--- config.mk ---
export PLATFORM = sky130hd
export DESIGN_NAME = uart_rx_frame_ctrl_flat
export DESIGN_NICKNAME = d
export VERILOG_FILES = /design/src/rtl/uart_rx_frame_ctrl_if.sv /design/src/rtl/uart_rx_frame_ctrl.sv /design/src/flat_wrapper.sv
export SDC_FILE = /design/constraint.sdc
export NUM_CORES = 1
export LEC_CHECK = 0
export BUFFER_PORTS_ARGS = -buffer_cell sky130_fd_sc_hd__buf_2
export CORE_MARGIN = 1.5
export CORE_UTILIZATION = 45
export CTS_BUF_LIST = sky130_fd_sc_hd__clkbuf_16
export DETAILED_ROUTE_END_ITERATION = 8
export SLEW_MARGIN = 5
export SYNTH_ARGS = -nofsm -noshare
export SYNTH_HDL_FRONTEND = slang
export SYNTH_SLANG_ARGS = --single-unit
--- constraint.sdc ---
create_clock -name clk -period 3.1 [get_ports clk]
set_input_delay 0 -clock clk [delete_from_list [all_inputs] [get_ports clk]]
set_output_delay 0 -clock clk [all_outputs]
set_load 0.01 [all_outputs]
--- src/rtl/uart_rx_frame_ctrl_if.sv ---
// Byte streams around the frame controller: receiver bytes in, verified
// payload bytes out over valid/ready.
interface uart_rx_frame_ctrl_if;
    logic       rx_done_tick;
    logic [7:0] rx_data;
    logic       s_tick;
    logic [7:0] m_data;
    logic       m_valid;
    logic       m_last;
    logic       m_ready;

    // The frame controller consumes receiver bytes and sources the payload stream.
    modport slave (
        input  rx_done_tick,
        input  rx_data,
        input  s_tick,
        input  m_ready,
        output m_data,
        output m_valid,
        output m_last
    );

    modport master (
        output rx_done_tick,
        output rx_data,
        output s_tick,
        output m_ready,
        input  m_data,
        input  m_valid,
        input  m_last
    );
endinterface

--- src/rtl/uart_rx_frame_ctrl.sv ---
// Packet framer behind the UART receiver: hunts for sync, checks length and
// XOR checksum, and releases only verified payloads downstream.
module uart_rx_frame_ctrl #(
    parameter int         MAX_LEN       = 16,
    parameter logic [7:0] SYNC_BYTE     = 8'hA5,
    parameter int         TIMEOUT_TICKS = 320
) (
    input  logic                  clk,
    input  logic                  rst_n,
    uart_rx_frame_ctrl_if.slave   bus,
    output logic                  pkt_ok,
    output logic                  err_chk,
    output logic                  err_len,
    output logic                  err_tmo,
    output logic                  err_ovr,
    output logic                  busy
);
    localparam int IDX_W  = $clog2(MAX_LEN + 1);
    localparam int BUF_AW = $clog2(MAX_LEN);
    localparam int TMO_W  = $clog2(TIMEOUT_TICKS);

    typedef enum logic [2:0] {HUNT, LEN, PAYLOAD, CHK, DRAIN} state_t;

    state_t           state_q;
    logic [7:0]       buf_q [MAX_LEN];
    logic [IDX_W-1:0] len_q;
    logic [IDX_W-1:0] wr_idx_q;
    logic [IDX_W-1:0] rd_idx_q;
    logic [7:0]       chk_acc_q;
    logic [TMO_W-1:0] tmo_cnt_q;
    logic [7:0]       m_data_q;
    logic             m_valid_q;
    logic             m_last_q;
    logic             pkt_ok_q;
    logic             err_chk_q;
    logic             err_len_q;
    logic             err_tmo_q;
    logic             err_ovr_q;
    logic             busy_q;

    logic [IDX_W-1:0] len_m1;
    logic [IDX_W-1:0] rd_next;
    logic             len_ok;
    logic             tmo_expire;

    assign len_m1     = len_q - IDX_W'(1);
    assign rd_next    = rd_idx_q + IDX_W'(1);
    assign len_ok     = (bus.rx_data != 8'h00) && (bus.rx_data <= 8'(MAX_LEN));
    assign tmo_expire = bus.s_tick && (tmo_cnt_q == TMO_W'(TIMEOUT_TICKS - 1));

    // Payload storage needs no reset; it is only read after being written.
    always_ff @(posedge clk) begin
        if (state_q == PAYLOAD && bus.rx_done_tick) begin
            buf_q[wr_idx_q[BUF_AW-1:0]] <= bus.rx_data;
        end
    end

    always_ff @(posedge clk or negedge rst_n) begin
        if (!rst_n) begin
            state_q   <= HUNT;
            len_q     <= '0;
            wr_idx_q  <= '0;
            rd_idx_q  <= '0;
            chk_acc_q <= '0;
            tmo_cnt_q <= '0;
            m_data_q  <= '0;
            m_valid_q <= 1'b0;
            m_last_q  <= 1'b0;
            pkt_ok_q  <= 1'b0;
            err_chk_q <= 1'b0;
            err_len_q <= 1'b0;
            err_tmo_q <= 1'b0;
            err_ovr_q <= 1'b0;
            busy_q    <= 1'b0;
        end else begin
            pkt_ok_q  <= 1'b0;
            err_chk_q <= 1'b0;
            err_len_q <= 1'b0;
            err_tmo_q <= 1'b0;
            err_ovr_q <= 1'b0;
            case (state_q)
                HUNT: begin
                    if (bus.rx_done_tick && bus.rx_data == SYNC_BYTE) begin
                        state_q   <= LEN;
                        busy_q    <= 1'b1;
                        tmo_cnt_q <= '0;
                    end
                end
                LEN, PAYLOAD, CHK: begin
                    // A byte arriving with the expiring tick takes priority over the timeout.
                    if (bus.rx_done_tick) begin
                        tmo_cnt_q <= '0;
                        if (state_q == LEN) begin
                            if (len_ok) begin
                                len_q     <= bus.rx_data[IDX_W-1:0];
                                chk_acc_q <= bus.rx_data;
                                wr_idx_q  <= '0;
                                state_q   <= PAYLOAD;
                            end else begin
                                err_len_q <= 1'b1;
                                state_q   <= HUNT;
                                busy_q    <= 1'b0;
                            end
                        end else if (state_q == PAYLOAD) begin
                            chk_acc_q <= chk_acc_q ^ bus.rx_data;
                            wr_idx_q  <= wr_idx_q + IDX_W'(1);
                            if (wr_idx_q == len_m1) begin
                                state_q <= CHK;
                            end
                        end else begin
                            if (bus.rx_data == chk_acc_q) begin
                                pkt_ok_q  <= 1'b1;
                                rd_idx_q  <= '0;
                                m_valid_q <= 1'b1;
                                m_data_q  <= buf_q[0];
                                m_last_q  <= (len_q == IDX_W'(1));
                                state_q   <= DRAIN;
                            end else begin
                                err_chk_q <= 1'b1;
                                state_q   <= HUNT;
                                busy_q    <= 1'b0;
                            end
                        end
                    end else if (bus.s_tick) begin
                        if (tmo_expire) begin
                            err_tmo_q <= 1'b1;
                            state_q   <= HUNT;
                            busy_q    <= 1'b0;
                        end else begin
                            tmo_cnt_q <= tmo_cnt_q + TMO_W'(1);
                        end
                    end
                end
                DRAIN: begin
                    // The single buffer is still in use, so every new byte is dropped.
                    if (bus.rx_done_tick) begin
                        err_ovr_q <= 1'b1;
                    end
                    if (m_valid_q && bus.m_ready) begin
                        if (m_last_q) begin
                            m_valid_q <= 1'b0;
                            m_last_q  <= 1'b0;
                            m_data_q  <= '0;
                            state_q   <= HUNT;
                            busy_q    <= 1'b0;
                        end else begin
                            rd_idx_q <= rd_next;
                            m_data_q <= buf_q[rd_next[BUF_AW-1:0]];
                            m_last_q <= (rd_next == len_m1);
                        end
                    end
                end
                default: begin
                    state_q <= HUNT;
                    busy_q  <= 1'b0;
                end
            endcase
        end
    end

    assign bus.m_data  = m_data_q;
    assign bus.m_valid = m_valid_q;
    assign bus.m_last  = m_last_q;
    assign pkt_ok      = pkt_ok_q;
    assign err_chk     = err_chk_q;
    assign err_len     = err_len_q;
    assign err_tmo     = err_tmo_q;
    assign err_ovr     = err_ovr_q;
    assign busy        = busy_q;
endmodule

--- src/flat_wrapper.sv ---
// flat-port wrapper written by rule: the top's interface ports become plain ports
module uart_rx_frame_ctrl_flat 
#(
    parameter int         MAX_LEN       = 16,
    parameter logic [7:0] SYNC_BYTE     = 8'hA5,
    parameter int         TIMEOUT_TICKS = 320
)
  (clk, rst_n, pkt_ok, err_chk, err_len, err_tmo, err_ovr, busy, bus_rx_done_tick, bus_rx_data, bus_s_tick, bus_m_ready, bus_m_data, bus_m_valid, bus_m_last);
  uart_rx_frame_ctrl_if bus_i ();
  input  logic clk;
  input  logic rst_n;
  output logic pkt_ok;
  output logic err_chk;
  output logic err_len;
  output logic err_tmo;
  output logic err_ovr;
  output logic busy;
  input wire logic [$bits(bus_i.rx_done_tick)-1:0] bus_rx_done_tick;
  input wire logic [$bits(bus_i.rx_data)-1:0] bus_rx_data;
  input wire logic [$bits(bus_i.s_tick)-1:0] bus_s_tick;
  input wire logic [$bits(bus_i.m_ready)-1:0] bus_m_ready;
  output wire logic [$bits(bus_i.m_data)-1:0] bus_m_data;
  output wire logic [$bits(bus_i.m_valid)-1:0] bus_m_valid;
  output wire logic [$bits(bus_i.m_last)-1:0] bus_m_last;
  assign bus_i.rx_done_tick = bus_rx_done_tick;
  assign bus_i.rx_data = bus_rx_data;
  assign bus_i.s_tick = bus_s_tick;
  assign bus_i.m_ready = bus_m_ready;
  assign bus_m_data = bus_i.m_data;
  assign bus_m_valid = bus_i.m_valid;
  assign bus_m_last = bus_i.m_last;
  uart_rx_frame_ctrl #(.MAX_LEN(MAX_LEN), .SYNC_BYTE(SYNC_BYTE), .TIMEOUT_TICKS(TIMEOUT_TICKS)) u_core (.clk(clk), .rst_n(rst_n), .bus(bus_i), .pkt_ok(pkt_ok), .err_chk(err_chk), .err_len(err_len), .err_tmo(err_tmo), .err_ovr(err_ovr), .busy(busy));
endmodule
==> results of run 1 <==
Yosys cell counts, types with 6 or more instances:
library cell	number
edfxtp_1	128
nand2_1	80
dfrtp_1	51
mux2i_1	43
nand3_1	35
nor2_1	35
inv_1	22
a22oi_1	17
a32oi_1	17
xor2_1	17
clkbuf_1	13
o21ai_0	13
buf_2	12
nor3_1	12
a21oi_1	10
nand4_1	10
xnor2_1	10
nor4_1	9
ha_1	8
and2_1	7
o21ai_1	7
a311oi_1	6
and3_1	6
critical path, delay by kind of cell (launching register included):
| family | cells | cell delay [ps] |
|---|---|---|
| xor gates and xnor gates | 1 | 230 |
| adders and majority gates | 1 | 350 |
| and+or+nand+nor | 2 | 580 |
| buffers and inverters | 1 | 410 |
| AOI/OAI and AO/OA | 2 | 270 |
| DFF | 1 | 560 |
cells by family (layout without fill, tap and decap cells):
logic type | after synthesis | in the layout | share of synthesized area
DFF | 179 | 179 | 0.643
and+or+nand+nor | 216 | 216 | 0.132
xor gates and xnor gates | 30 | 30 | 0.0358
muxes | 46 | 46 | 0.0583
AOI/OAI and AO/OA | 93 | 93 | 0.0874
adders and majority gates | 8 | 8 | 0.0126
buffers and inverters | 56 | 101 | 0.0311
worst min path at each step:
stage,cells after the start,start,endpoint
2_1_floorplan,0,rst_n,u_core.bus.m_data[0]
3_3_place_gp,1,rst_n,u_core.tmo_cnt_q[0]
3_5_place_dp,1,rst_n,u_core.tmo_cnt_q[0]
4_1_cts,4,bus_m_ready,u_core.state_q[2]
5_1_grt,4,bus_m_ready,u_core.state_q[2]
6_report,3,bus_rx_data[3],u_core.len_q[3]
power groups by stage:
stage,Combinational [mW],Sequential (mW),Clock (mW)
6_report,0.515,2.74,2.05
5_1_grt,0.574,2.75,2.18
4_1_cts,0.517,2.74,2.08
3_5_place_dp,0.512,2.79,0
3_3_place_gp,0.499,2.78,0
2_1_floorplan,0.376,2.76,0
cells in the final DEF (no fill, tap or decap), types with 9 or more instances in the layout:
master,synthesis,routed
a21oi_1,10,10
a22oi_1,17,17
a32oi_1,17,17
buf_2,12,28
buf_4,2,15
clkbuf_16,0,17
dfrtp_1,51,51
edfxtp_1,128,128
inv_1,22,22
mux2i_1,43,43
nand2_1,80,80
nand3_1,35,35
nand4_1,10,10
nor2_1,35,35
nor3_1,12,12
nor4_1,9,9
o21ai_0,13,13
xnor2_1,10,10
xor2_1,17,17
registers in the layout (all words and copies together) (netlist names):
register,count
u_core.chk_acc_q,8
u_core.err_tmo,1
u_core.bus.m_valid,1
u_core.err_ovr,1
u_core.bus.m_last,1
u_core.tmo_cnt_q,9
u_core.len_q,5
u_core.pkt_ok,1
u_core.bus.m_data,8
u_core.state_q,3
u_core.wr_idx_q,5
u_core.err_len,1
u_core.rd_idx_q,5
u_core.err_chk,1
u_core.buf_q,128
u_core.busy,1
repair_timing:
item | 4_1_cts | 5_1_grt
setup endpoints to repair | 0 | 0
hold buffers | 3 | 0
setup buffers | 0 | 0
endpoints found under the hold margin | 46 | 0
layout make-up:
type                    count  area share
clock inverters            15      0.0158
well taps                 225      0.0315
clock buffers              17      0.0476
flip-flops and latches    179       0.573
multi-input cells         393       0.291
repair buffers             46      0.0316
inverters                  23     0.00966
per-layer routing:
layer  global-route usage  part of all wire
met5                    0                 0
met4               0.0715             0.021
met3               0.0466             0.043
met2                0.341              0.47
met1                0.296              0.46
==> flow_summary.ini, run 1 <==
[placement]
dpl_cell_area_um2 = 8340
dp_slack_ps = 550
io_buffers = 28
place.gp.congestion = 0.794
dp_cells = 863
dp_hpwl_um = 12400

[pwr]
ir_drop_v = 0.000421
pwr-share-clk = 0.387
combPwrFrac = 0.097
p_per_area_nw_per_um2 = 594
p_seq_frac = 0.516
switchingPower_mw = 1.39
p_leak_nw = 3.52
sw_frac_of_total = 0.261
total_power_mw = 5.31
intPower_mw = 3.92

[worst_setup_path]
crit_path_cell_trace = ha_2 > xor2_2 > buf_4 > and2_1 > a22oi_1 > nand3_1 > a32oi_1
cp_slowest_cell = dfrtp_1
cp-end-kind = flop
critPathLaunchType = flop
crit_fanout = 33
worstPathArrival_ps = 2840
rr_worst_depth = 7
crit_end = u_core.bus.m_data[4]
critPathLaunch = u_core.rd_idx_q[0]
criticalPathCategory = reg2reg
cp_slowest_stage_delay_ps = 560
r2r_slack_ps = 550
r2r_start = u_core.rd_idx_q[0]
rr_endpoint = u_core.bus.m_data[4]
cp.required_ps = 3390

[synth]
ys_warn_count = 0
synth.cell_area_um2 = 7960
synth_cells = 628
async_flop_share = 0.285
synth_cell_types = 60
synth_area_leaders = edfxtp_1 (48%), dfrtp_1 (16%), mux2i_1 (5.4%)
synth-edff-count = 128
netlist.top_cell.by_area = edfxtp_1
yosysTopAreaCellShare = 0.483
syn_avg_cell_area_um2 = 12.7
synth.ff_latch_count = 179
ys.flop_type = edfxtp_1
synth_seq_area_share = 0.643
syn-num-nets = 649

[die]
num_io_pins = 29
core_area_um2 = 17300
rows = 48
die_h_um = 136
start_util = 0.460
die_x_um = 136
dieArea_um2 = 18500

[cts]
clock_sinks = 179
clkLatencyLatePin_ps = 430
root_buffer = clkbuf_16
cts_made_buffers = 17
cts_tree = done
ctsResizeCount = 0
clockBufferDepth = 2
clkSlewWorstSetupHoldPaths_ps = 70
htreeDepth = 4

[global_route]
grt_pass1_wl_um = 29300
grt_max_degree = 43
grt_overflow = 0
grt_pass1_vias = 5133
grt_usage = 0.215
antenna_found_initial = 0

[route]
drc = 0
drt_iter0_drc = 343
vias = 5183
vias_per_cell = 5.77
drt-total-wl_um = 18800
wire_per_inst_um = 20.9
ant_nets = 0
dr.pass1.iters = 6

[timing]
fin_ws_ps = 550
tightest_slew_ps = 944
rsz0062_at_grt = false
relSlewSlack = 0.370
period_share = 0.823
timing.hold.ws_ps = 33.2
finalSetupViolations = 0
skew_ps = 9.11
finalSetupTns_ps = 0
fmax_mhz = 392
maxSlewViolCount = 0
final_hold_viol_count = 0
period_needed_ps = 2550

[cells_and_area]
utilization = 0.517
layout.cells.non_filler = 898
nets = 681
regArea_um2 = 5120
drive_gt1_frac = 0.129
multi_input_area_um2 = 2600
stdcell_area_um2 = 8940
syn2layout_area_growth_pct = 12.2
fillCellCount = 1512
diodes = 0

[flow_run]
maxCapViolCount = 0

[min_path]
hold_path_class = in2reg

[outcome]
status = finished clean
Note: power is estimated with default switching activity, not from simulation.
==> run 2: changes to the inputs <==
Settings changed: ABC_AREA from default to 1.
Clock period 3.1 ns to 2.2 ns, I/O delays scaled along.
==> run 2 against run 1 <==
Sequential share of layout area is 4.4 points lower; total power is 23% higher; setup slack got worse by 350 ps.
==> flow_summary.ini, run 2 <==
[route]
ant_nets = 0
drc = 0
vias_per_cell = 5.06
drt-total-wl_um = 20700
wire_per_inst_um = 16.8
dr.pass1.iters = 5
drt_iter0_drc = 500
vias = 6220

[global_route]
grt_overflow = 0
antenna_found_initial = 0
grt_usage = 0.222
top_usage_layer = met2
grtUsageMet2 = 0.346
grt_max_degree = 70
grt_pass1_vias = 5931
grt_use_met1 = 0.312
use_met3 = 0.0438
grt_pass1_wl_um = 32700

[cts]
clkSlewWorstSetupHoldPaths_ps = 70
clkLatencyLatePin_ps = 430
htreeDepth = 4
clock_sinks = 179
cts_made_buffers = 17
root_buffer = clkbuf_16
cts_tree = done
post-cts-setup-buffer-count = 0
clockBufferDepth = 2

[worst_setup_path]
worstPathArrival_ps = 2370
r2r_start = u_core.rd_idx_q[0]
criticalPathCategory = reg2reg
critPathLaunch = u_core.rd_idx_q[0]
cpMostUsedCell = nand2_1
critical_path_buf_inv_count = 1
crit_fanout = 69
crit_path_cell_trace = buf_12 > nand3_2 > xnor2_2 > nand3_1 > nand2_1 > nand2_1 > nand2_1 > nand2_1 > nand2_1
critPathLaunchType = flop
cp_slowest_stage_delay_ps = 460
cp-end-kind = flop
cp_top_family = simple AND/OR/NAND/NOR gates
cp.required_ps = 2570
cp_slowest_cell = xnor2_2

[min_path]
hold_path_class = in2reg
hold_start = bus_rx_data[5]

[pwr]
pwr-share-clk = 0.417
p_per_area_nw_per_um2 = 673
total_power_mw = 6.51
ir_drop_v = 0.000504
switchingPower_mw = 1.41
combPwrFrac = 0.026
p_leak_nw = 4.36
p_seq_frac = 0.558
sw_frac_of_total = 0.217
intPower_mw = 5.10

[synth]
async_flop_share = 0.285
ys_warn_count = 0
synth.cell_area_um2 = 8460
synth.ff_latch_count = 179
synth_cells = 928
syn_avg_cell_area_um2 = 9.12
netlist.top_cell.by_area = edfxtp_1
synth_commonest_cells = nand2_1 (374), edfxtp_1 (128), nand3_1 (103)
syn-num-nets = 949
ys.flop_type = edfxtp_1
yosysMostFrequentCell = nand2_1
synth-edff-count = 128
yosysTopAreaCellShare = 0.454
synth_cell_types = 33
synth_area_leaders = edfxtp_1 (45%), nand2_1 (17%), dfrtp_1 (15%)
synth_seq_area_share = 0.605

[timing]
period_share = 0.907
rsz0062_at_grt = false
final_hold_viol_count = 0
fmax_mhz = 501
finalSetupViolations = 0
period_needed_ps = 2000
maxSlewViolCount = 0
tightest_slew_ps = 650
timing.hold.ws_ps = 16.6
relSlewSlack = 0.566
finalSetupTns_ps = 0
skew_ps = 7.14

[cells_and_area]
final_cell_mix = nand2_1 (374), edfxtp_1 (128), nand3_1 (103)
drive_gt1_frac = 0.116
diodes = 0
nets = 1009
largest_reg_flops = 128
fillCellCount = 1663
regArea_um2 = 5120
syn2layout_area_growth_pct = 14.3
multi_input_area_um2 = 2930
mostFrequentLayoutCell = nand2_1

[die]
core_area_um2 = 18200
rows = 49
num_io_pins = 29
dieArea_um2 = 19600
die_x_um = 140
start_util = 0.465
die_h_um = 140

[placement]
io_buffers = 28
dp_hpwl_um = 13400
place.gp.congestion = 0.833

[outcome]
status = finished clean

[flow_run]
maxCapViolCount = 0
[run 2: cell types whose count changed in the layout (fill, tap and decap cells not counted), moves of 19 or more]
cell,change
buf_4,+19
inv_1,+46
mux2i_1,-37
nand2_1,+294
nand3_1,+68
nor2_1,+36
[run 2: final timing paths]
kind / to / slack [ps] / cells past startpoint
worst min-delay path: u_core.chk_acc_q[5] / 20 / 5
worst max-delay path: u_core.bus.m_data[1] / 200 / 9
worst min register to register: u_core.busy / 470 / 2
max in group asynchronous: u_core.rd_idx_q[0] / 1120 / 3
min in group asynchronous: u_core.bus.m_data[4] / 140 / 3
worst max register to register: u_core.bus.m_data[1] / 200 / 9
[run 2: cell type report]
type,count,area share
sequential,179,0.529
clock inverter,15,0.00957
inverter,73,0.0283
timing repair buffer,72,0.0564
clock buffer,17,0.0440
tap,229,0.0296
multi-input combinational,645,0.303
[run 2: metrics by stage]
step / instance area [µm²] / instances / setup WS [ps] / util
after detailed placement: 9100 / 1193 / 209 / 0.500
after CTS: 9670 / 1230 / 185 / 0.531
after floorplan: 8460 / 928 / 292 / -
after global placement: 9100 / 1193 / 201 / 0.500
final: 9670 / 1230 / 204 / 0.531
after global routing: 9670 / 1230 / 34.3 / 0.531
[run 2: power by group through the flow]
stage          combinational, mW  sequential, mW  clock [mW]
6_report                   0.166            3.63        2.71
5_1_grt                    0.187            3.63        2.88
4_1_cts                    0.172            3.63        2.76
3_5_place_dp               0.164            3.70           0
3_3_place_gp               0.163            3.70           0
2_1_floorplan             0.0464            3.70           0
[run 2: kinds of logic after synthesis]
| family | after synthesis | synth area share |
|---|---|---|
| AND/OR/NAND/NOR | 574 | 0.280 |
| flip-flops | 179 | 0.605 |
| buffers and inverters | 104 | 0.0487 |
| AO/OA/AOI/OAI | 35 | 0.0216 |
| XOR/XNOR | 22 | 0.0254 |
| adder cells (fa/ha/maj) | 8 | 0.0118 |
| multiplexers | 6 | 0.00710 |
[run 2: repair_timing]
item,4_1_cts,5_1_grt
hold endpoints to repair,55,0
hold buffers,5,0
resized for setup,0,0
[run 2: worst register-to-register path, delay by kind of cell, from the launching register on]
| kind | cells | cell delay, ps |
|---|---|---|
| AND/OR/NAND/NOR | 7 | 790 |
| XOR/XNOR | 1 | 460 |
| flip-flops | 1 | 390 |
| buffers and inverters | 1 | 300 |
[run 2: per-layer routing]
| layer | up-vias | wire (µm) |
|---|---|---|
| li1 | 3137 | - |
| met1 | 2928 | 9780 |
| met2 | 129 | 9530 |
| met3 | 26 | 930 |
| met4 | 0 | 415 |
| met5 | - | 0 |
